`config.mk`:
```
export PLATFORM = sky130hd
export DESIGN_NAME = scan_counter4
export DESIGN_NICKNAME = d
export VERILOG_FILES = /design/src/rtl/scan_pkg.sv /design/src/rtl/scan_prescaler.sv /design/src/rtl/scan_counter4.sv
export SDC_FILE = /design/constraint.sdc
export NUM_CORES = 1
export LEC_CHECK = 0
export ABC_AREA = 1
export CORE_ASPECT_RATIO = 2
export CORE_MARGIN = 5
export CORE_UTILIZATION = 44
export DETAILED_ROUTE_END_ITERATION = 10
export MAX_ROUTING_LAYER = met4
export PLACE_DENSITY = 0.61
export SETUP_SLACK_MARGIN = 0.3
export SKIP_CTS_REPAIR_TIMING = 1
export SYNTH_ARGS = -nofsm -noshare
export SYNTH_HDL_FRONTEND = slang
export SYNTH_SLANG_ARGS = --single-unit
```
`constraint.sdc`:
```
create_clock -name clk -period 2.6 [get_ports clk]
set_input_delay 0.52 -clock clk [delete_from_list [all_inputs] [get_ports clk]]
set_output_delay 0.52 -clock clk [all_outputs]
set_load 0.05 [all_outputs]
```
`src/rtl/scan_pkg.sv`:
```
// scan_pkg: shared types and constants for the scan_counter4 slice.
//   scan_state_t : scan FSM states (IDLE, SHOW, BLANK)
//   scan_idx_t   : 2-bit select index, {vystupB, vystupA}
//   IDX_FIRST / IDX_LAST : ends of the index range, used for wrap detection
//   idx_step     : modulo-4 index advance in either direction
package scan_pkg;

  typedef enum logic [1:0] {
    IDLE  = 2'd0,
    SHOW  = 2'd1,
    BLANK = 2'd2
  } scan_state_t;

  typedef logic [1:0] scan_idx_t;

  localparam scan_idx_t IDX_FIRST = 2'd0;
  localparam scan_idx_t IDX_LAST  = 2'd3;

  // 2-bit arithmetic gives the modulo-4 wrap for free.
  function automatic scan_idx_t idx_step(input scan_idx_t idx, input logic down);
    return down ? scan_idx_t'(idx - 2'd1) : scan_idx_t'(idx + 2'd1);
  endfunction

endpackage

```
`src/rtl/scan_prescaler.sv`:
```
// scan_prescaler: CW-bit up-counter with a programmable terminal count.
// Shared by the SHOW and BLANK phases; the caller switches limit per phase.
//   clk, rst : clock, async active-high reset
//   clr      : synchronous clear to 0 (wins over en)
//   en       : count enable; at terminal count the counter restarts at 0
//   limit    : terminal-count value
//   tc       : high while the count equals limit
module scan_prescaler #(
  parameter int CW = 2
) (
  input  logic          clk,
  input  logic          rst,
  input  logic          clr,
  input  logic          en,
  input  logic [CW-1:0] limit,
  output logic          tc
);

  logic [CW-1:0] cnt;

  assign tc = (cnt == limit);

  always_ff @(posedge clk or posedge rst) begin
    if (rst) begin
      cnt <= '0;
    end else if (clr) begin
      cnt <= '0;
    end else if (en) begin
      cnt <= tc ? '0 : cnt + 1'b1;
    end
  end

endmodule

```
`src/rtl/scan_counter4.sv`:
```
// scan_counter4: 2-bit select generator for the 1-of-4 decoder, used for
// display digit scanning and round-robin row/lamp selection.
// Optional build macro SCAN_BLANK_EN inserts a BLANK gap (vystupEN low,
// index held) between slots; without it the index advances straight from
// the end of one SHOW slot into the next.
//   clk, rst : clock, async active-high reset
//   en       : scan enable (level)
//   dir      : 0 = count up, 1 = count down (sampled on advance edges only)
//   vystupA  : select LSB   vystupB : select MSB
//   vystupEN : high while the current select is being shown
//   wrap     : one-cycle pulse on the cycle the wrapped index first appears
//
// state | meaning
// IDLE  | disabled, prescaler cleared, index held, vystupEN low
// SHOW  | index displayed for DIV cycles, vystupEN high
// BLANK | gap of BLANK cycles, old index held, vystupEN low (SCAN_BLANK_EN)
module scan_counter4
  import scan_pkg::*;
#(
  parameter int DIV   = 50000,
  parameter int BLANK = 500
) (
  input  logic clk,
  input  logic rst,
  input  logic en,
  input  logic dir,
  output logic vystupA,
  output logic vystupB,
  output logic vystupEN,
  output logic wrap
);

  localparam int CW = $clog2(DIV);

  if (DIV < 2) begin : g_bad_div
    $error("scan_counter4: DIV must be >= 2");
  end
`ifdef SCAN_BLANK_EN
  if (BLANK < 1 || BLANK >= DIV) begin : g_bad_blank
    $error("scan_counter4: BLANK must satisfy 1 <= BLANK < DIV");
  end
`endif

  localparam logic [CW-1:0] LIM_SHOW  = CW'(DIV - 1);
  // Without SCAN_BLANK_EN the FSM never reaches BLANK, so this limit is dead.
  localparam logic [CW-1:0] LIM_BLANK = CW'(BLANK - 1);

  scan_state_t   state, state_nxt;
  scan_idx_t     idx, idx_nxt, adv_idx;
  logic          en_nxt, wrap_nxt, adv_wrap;
  logic          p_clr, p_en, p_tc;
  logic [CW-1:0] p_limit;

  assign p_limit  = (state == BLANK) ? LIM_BLANK : LIM_SHOW;
  assign adv_idx  = idx_step(idx, dir);
  assign adv_wrap = dir ? (idx == IDX_FIRST) : (idx == IDX_LAST);

  scan_prescaler #(.CW(CW)) u_presc (
    .clk   (clk),
    .rst   (rst),
    .clr   (p_clr),
    .en    (p_en),
    .limit (p_limit),
    .tc    (p_tc)
  );

  always_comb begin
    state_nxt = state;
    idx_nxt   = idx;
    en_nxt    = 1'b0;
    wrap_nxt  = 1'b0;
    p_clr     = 1'b0;
    p_en      = 1'b0;
    case (state)
      IDLE: begin
        p_clr = 1'b1;
        if (en) begin
          state_nxt = SHOW;
          en_nxt    = 1'b1;
        end
      end
      SHOW: begin
        if (!en) begin
          state_nxt = IDLE;
          p_clr     = 1'b1;
        end else begin
          p_en   = 1'b1;
          en_nxt = 1'b1;
          if (p_tc) begin
`ifdef SCAN_BLANK_EN
            state_nxt = BLANK;
            en_nxt    = 1'b0;
`else
            idx_nxt  = adv_idx;
            wrap_nxt = adv_wrap;
`endif
          end
        end
      end
`ifdef SCAN_BLANK_EN
      BLANK: begin
        if (!en) begin
          state_nxt = IDLE;
          p_clr     = 1'b1;
        end else begin
          p_en = 1'b1;
          if (p_tc) begin
            // New index and vystupEN rise together on this edge.
            state_nxt = SHOW;
            en_nxt    = 1'b1;
            idx_nxt   = adv_idx;
            wrap_nxt  = adv_wrap;
          end
        end
      end
`endif
      default: begin
        state_nxt = IDLE;
        p_clr     = 1'b1;
      end
    endcase
  end

  always_ff @(posedge clk or posedge rst) begin
    if (rst) begin
      state    <= IDLE;
      idx      <= IDX_FIRST;
      vystupEN <= 1'b0;
      wrap     <= 1'b0;
    end else begin
      state    <= state_nxt;
      idx      <= idx_nxt;
      vystupEN <= en_nxt;
      wrap     <= wrap_nxt;
    end
  end

  assign vystupA = idx[0];
  assign vystupB = idx[1];

endmodule

```
==> impl_metrics.tcl, run 1 <==
set metrics [dict create \
    status "completed" \
    cts.sink_count 21 \
    comb_power_share 0.141 \
    worst_ir_drop_vdd_v 0.0003727 \
    maxSlewHeadroom 0.4894 \
    crit_required_ns 2.08 \
    drt_iter0_markers 20 \
    p_int_w 0.0004841 \
    synthAdderAreaFrac 0.02101 \
    synthSimpleGateAreaFrac 0.3803 \
    start_util 0.4635 \
    clkLatencyLatePin_ns 0.26 \
    slowest_stage "clkdlybuf4s50_1" \
    layout-drive-gt1-share 0.1024 \
    setup_tns_ns 0 \
    cts_max_level 1 \
    p_leak_nw 0.5808 \
    fp.dieW_um 46.79 \
    r2r_end "u_presc.cnt[14]" \
    total_power_w 0.0006630 \
    path_cells "clkdlybuf4s50_1" \
    regArea_sq_um 525.5 \
    worst-r2r-setup-slack_ns 1.18 \
    dpl.cell_count 190 \
    hold_start "u_presc.cnt[0]" \
    muxShareOfSynthArea 0 \
    synthToLayoutAreaGrowth_pct 12.71 \
    synth_top_family_by_area "simple AND/OR/NAND/NOR gates" \
    num_io_pins 8 \
    place.port_buffers 7 \
    synth_top_area_frac 0.4412 \
    cts-root-buf "clkbuf_8" \
    vias 1007 \
    row_count 26 \
    cp_max_fo 4 \
    instances_no_fill 194 \
    finClkSkew_ns 0.004227 \
    synthesis.nets 161 \
    post-synth-top-area-cell "dfrtp_1" \
    gp_routability_congestion 0.7988 \
    routed_wl_um 2589 \
    syn_area_sq_um 1191 \
    grt_max_degree 22 \
    hpwl_um 2074 \
    dieArea_sq_um 3911 \
    clock_path_buffers 2 \
    end_kind "output pin" \
    fillers 250 \
    wl_per_cell_um 13.35 \
    holdPathStages 1 \
    grt_pass1_wl_um 4505 \
    synth_seq_area_share 0.4412 \
    seqPwrFrac 0.541 \
    drc_errors 0 \
    ant_nets 0 \
    ys_types 21 \
    p_sw_w 0.0001790 \
    hold_class "reg2reg" \
    slowest_delay_ns 0.83 \
    cp_num_buf_inv 1 \
    synth-xor-area-share 0.05882 \
    crit_family "buffers and inverters" \
    start_kind "flop" \
    final_common_cell "nor2_1" \
    grt_overflow 0 \
    crit_type "reg2out" \
    avgSynthCellArea_sq_um 7.685 \
    rsz0062_at_grt "no" \
    ys_top_cells_by_area "dfrtp_1 44%, nor2_1 10%, nand2_1 10%" \
    worst_pin_slew_ns 0.7651 \
    sw_frac_of_total 0.2699 \
    mostFrequentLayoutCells "33 x nor2_1, 32 x nand2_1, 21 x dfrtp_1" \
    hold_end "u_presc.cnt[0]" \
    synth_cells 155 \
    slew_viol_final 0 \
    yosysWarnings 0 \
    fin_crit_ns 2.007 \
    die_h_um 83.58 \
    r2r_start "u_presc.cnt[0]" \
    multi_input_area_sq_um 586.8 \
    cts_tree "built" \
    grt_use_total 0.1591 \
    insertedDiodeCount 0 \
    p_clk_frac 0.318 \
    maxCapViolations 0 \
    first_global_vias 988 \
    antenna_found_initial 0 \
    hold_viol 0 \
    crit_arrival_ns 1.49 \
    clk_pin_slew_worst_paths_ns 0.08 \
    nets 173 \
    reg2reg_depth 8 \
    setup_viol 0 \
    p_per_area_nw_per_um2 493.9 \
    core-area_sq_um 2570 \
    ys_seq_elements 21 \
    cts-buffers-inserted 3 \
    vias_per_cell 5.191 \
    period_share 0.7720 \
    fmax_mhz 498.2 \
    drtPass1Iterations 4 \
    synth_compound_area_frac 0.03256 \
]
[how the worst max path moves through the flow]
stage / from / end / slack [ns] / cells past startpoint
after floorplan: u_presc.cnt[0] / u_presc.cnt[14] / 1.34 / 8
after global placement: en / u_presc.cnt[2] / 0.80 / 4
after detailed placement: en / u_presc.cnt[2] / 0.72 / 4
after CTS: idx[1] / vystupB / 0.58 / 1
after global routing: idx[1] / vystupB / 0.53 / 1
final: idx[1] / vystupB / 0.59 / 1
[layout make-up]
type | instances | share of cell area
Sequential cell | 21 | 0.3914
Clock buffer | 3 | 0.03075
Clock inverter | 1 | 0.003728
Timing Repair Buffer | 7 | 0.05219
Tap cell | 28 | 0.02610
Multi-Input combinational cell | 113 | 0.4371
Inverter | 21 | 0.05871
[metal layers]
| layer | routed length (um) | part of all wire | GRT usage | up-vias |
|---|---|---|---|---|
| met1 | 1005 | 0.39 | 0.1894 | 474 |
| met4 | 53 | 0.020 | 0.06801 | 0 |
| li1 | - | - | - | 509 |
| met5 | 0 | 0 | - | - |
| met3 | 48 | 0.019 | 0.006479 | 5 |
| met2 | 1482 | 0.57 | 0.2639 | 19 |
[cell families after synthesis]
group | count (synthesis)
AND/OR/NAND/NOR | 97
XOR/XNOR | 8
flip-flops | 21
adder cells (fa/ha/maj) | 2
AO/OA/AOI/OAI | 6
buffers and inverters | 21
[metrics by stage]
step / hold WS, ns / util / setup WS (ns) / cell area, sq um
after floorplan: 0.4501 / - / 1.339 / 1191
after global routing: 0.5241 / 0.5224 / 0.5308 / 1343
after detailed placement: 0.4857 / 0.5044 / 0.7167 / 1296
after CTS: 0.4951 / 0.5224 / 0.5794 / 1343
final: 0.4867 / 0.5224 / 0.5928 / 1343
after global placement: 0.4666 / 0.5044 / 0.7980 / 1296
[flip-flops by register name, summed over array words and instances (netlist names)]
signal and count:
idx 2, state 1, u_presc.cnt 16, vystupEN 1, wrap 1
[cell usage after synthesis]
master and instances:
inv_1 20, nand2_4 1, nand2_1 32, xnor2_1 2
nor2_2 2, inv_2 1, a21oi_1 3, ha_1 2
nand3_1 13, o21ai_0 1, nor3_1 4, o211ai_1 1
nand4_1 4, nand3_2 1, o21bai_2 1, dfrtp_1 21
nor2_4 2, xor2_1 6, nand2_2 2, nor3_2 3
nor2_1 33
[power by group through the flow]
stage	Clock (W)	Sequential [W]	Combinational, W
2_1_floorplan	0	0.000366	0.0000686
3_3_place_gp	0	0.000365	0.0000925
3_5_place_dp	0	0.000366	0.0000944
4_1_cts	0.000222	0.000359	0.0000952
5_1_grt	0.000234	0.000363	0.000107
6_report	0.000211	0.000359	0.0000933
Power figures use the tool's default switching activity.
==> run 2, diff against run 1 <==
==> constraint.sdc (replaced) <==
create_clock -name clk -period 1.9 [get_ports clk]
set_input_delay 0.38 -clock clk [delete_from_list [all_inputs] [get_ports clk]]
set_output_delay 0.38 -clock clk [all_outputs]
set_load 0.05 [all_outputs]
==> run 2 against run 1 <==
Net effect:
- count of clock-buffer cells in the layout unchanged
- highest routed layer unchanged
- largest power group unchanged
- final area increased by 1.3%
- largest cell class unchanged
- worst hold slack got worse by 0.048 ns
==> impl_metrics.tcl, run 2 (synthesized netlist as in run 1, its figures left out) <==
set metrics [dict create \
    status "completed" \
    crit_required_ns 2.06 \
    place.port_buffers 7 \
    dieArea_sq_um 3911 \
    routed_wl_um 2679 \
    slowest_stage "dfrtp_1" \
    crit_type "reg2reg" \
    gp_routability_congestion 0.8733 \
    first_global_vias 1042 \
    cts.sink_count 21 \
    ant_nets 0 \
    die_h_um 83.58 \
    drt_iter0_markers 51 \
    p_int_w 0.0006741 \
    maxCapViolations 0 \
    largest_reg_flops 16 \
    synthToLayoutAreaGrowth_pct 14.18 \
    drtPass1Iterations 4 \
    layout-drive-gt1-share 0.1250 \
    finClkSkew_ns 0.007861 \
    final_common_cell "nor2_1" \
    cts-buffers-inserted 3 \
    clkLatencyLatePin_ns 0.27 \
    insertedDiodeCount 0 \
    setup_tns_ns 0 \
    place_ws_ns 0.2483 \
    maxSlewHeadroom 0.6641 \
    p_clk_frac 0.326 \
    grt_overflow 0 \
    cp_max_fo 8 \
    antenna_found_initial 0 \
    cts_max_level 1 \
    setup_ws_ns 0.4709 \
    fin_crit_ns 1.429 \
    period_share 0.7521 \
    clock_path_buffers 2 \
    setup_viol 0 \
    worst-r2r-setup-slack_ns 0.47 \
    comb_power_share 0.150 \
    mostFrequentLayoutCells "33 x nor2_1, 32 x nand2_1, 21 x dfrtp_1" \
    hold_viol 0 \
    wl_per_cell_um 13.67 \
    vias_per_cell 5.224 \
    hold_class "in2async" \
    nets 175 \
    seqPwrFrac 0.524 \
    end_kind "flop" \
    largest_registers "u_presc.cnt (16), idx (2)" \
    cts_tree "built" \
    clk_pin_slew_worst_paths_ns 0.08 \
    start_util 0.4635 \
    p_sw_w 0.0002650 \
    slew_viol_final 0 \
    drc_errors 0 \
    grt_pass1_wl_um 4650 \
    cts-root-buf "clkbuf_8" \
    slowest_delay_ns 0.39 \
    fp.dieW_um 46.79 \
    top_register "u_presc.cnt" \
    crit_arrival_ns 1.59 \
    place_area_sq_um 1306 \
    core-area_sq_um 2570 \
    p_per_area_nw_per_um2 690.5 \
    rsz0062_at_grt "no" \
    sw_frac_of_total 0.2822 \
    p_leak_nw 0.6190 \
    path_cells "ha_1, nand2_2, inv_2, nand2_1, nor2_1, nand2_2, nand2_4, nor2_1" \
    num_io_pins 8 \
    worst_ir_drop_vdd_v 0.0006262 \
    grt_max_degree 22 \
    worst_pin_slew_ns 0.5031 \
    design_area_sq_um 1360 \
    fmax_mhz 699.8 \
    grt_use_total 0.1631 \
    hpwl_um 2135 \
    row_count 26 \
    start_kind "flop" \
    vias 1024 \
]
## run 2: final timing paths
check | to | start | depth (start not counted)
setup / recovery | u_presc.cnt[8] | u_presc.cnt[0] | 8
hold / removal | u_presc.cnt[1] | rst | 3
setup reg to reg | u_presc.cnt[8] | u_presc.cnt[0] | 8
hold reg to reg | u_presc.cnt[0] | u_presc.cnt[0] | 1
max in group asynchronous | idx[0] | rst | 3
min in group clk | u_presc.cnt[0] | u_presc.cnt[0] | 1
## run 2: critical path: cells and delay by family (launching register included)
family | cells | cell delay, ns
adder cells (fa/ha/maj) | 1 | 0.19
buffers and inverters | 1 | 0.08
flip-flops | 1 | 0.39
AND/OR/NAND/NOR | 6 | 0.64
## run 2: area by class of cell
class,count,area (sq um)
Tap cell,28,35.03
Clock inverter,1,7.507
Multi-Input combinational cell,113,586.8
Clock buffer,3,41.29
Fill cell,252,1210
Timing Repair Buffer,9,85.08
Sequential cell,21,525.5
Inverter,21,78.83
## run 2: power by group through the flow
stage,Sequential (W),Combinational [W],Clock (W)
finish,0.000492,0.000141,0.000306
CTS,0.000493,0.000144,0.000310
global route,0.000497,0.000159,0.000329
detailed placement,0.000502,0.000145,0
global placement,0.000500,0.000140,0
floorplan,0.000500,0.0000938,0
## run 2: per-layer routing
metal / vias up / wire length (um) / global-route usage
met3: 13 / 85 / 0.02160
met2: 25 / 1408 / 0.2590
met4: 0 / 148 / 0.09572
met5: - / 0 / -
met1: 473 / 1037 / 0.1834
li1: 513 / - / -
## run 2: stage by stage
step | hold WS (ns) | util | total power, W | std cells
after floorplan | 0.3565 | - | 0.0005942 | 155
after global placement | 0.4702 | 0.5083 | 0.0006398 | 192
after detailed placement | 0.4826 | 0.5083 | 0.0006462 | 192
after CTS | 0.4592 | 0.5273 | 0.0009473 | 196
after global routing | 0.4702 | 0.5292 | 0.0009862 | 196
final | 0.4387 | 0.5292 | 0.0009391 | 196
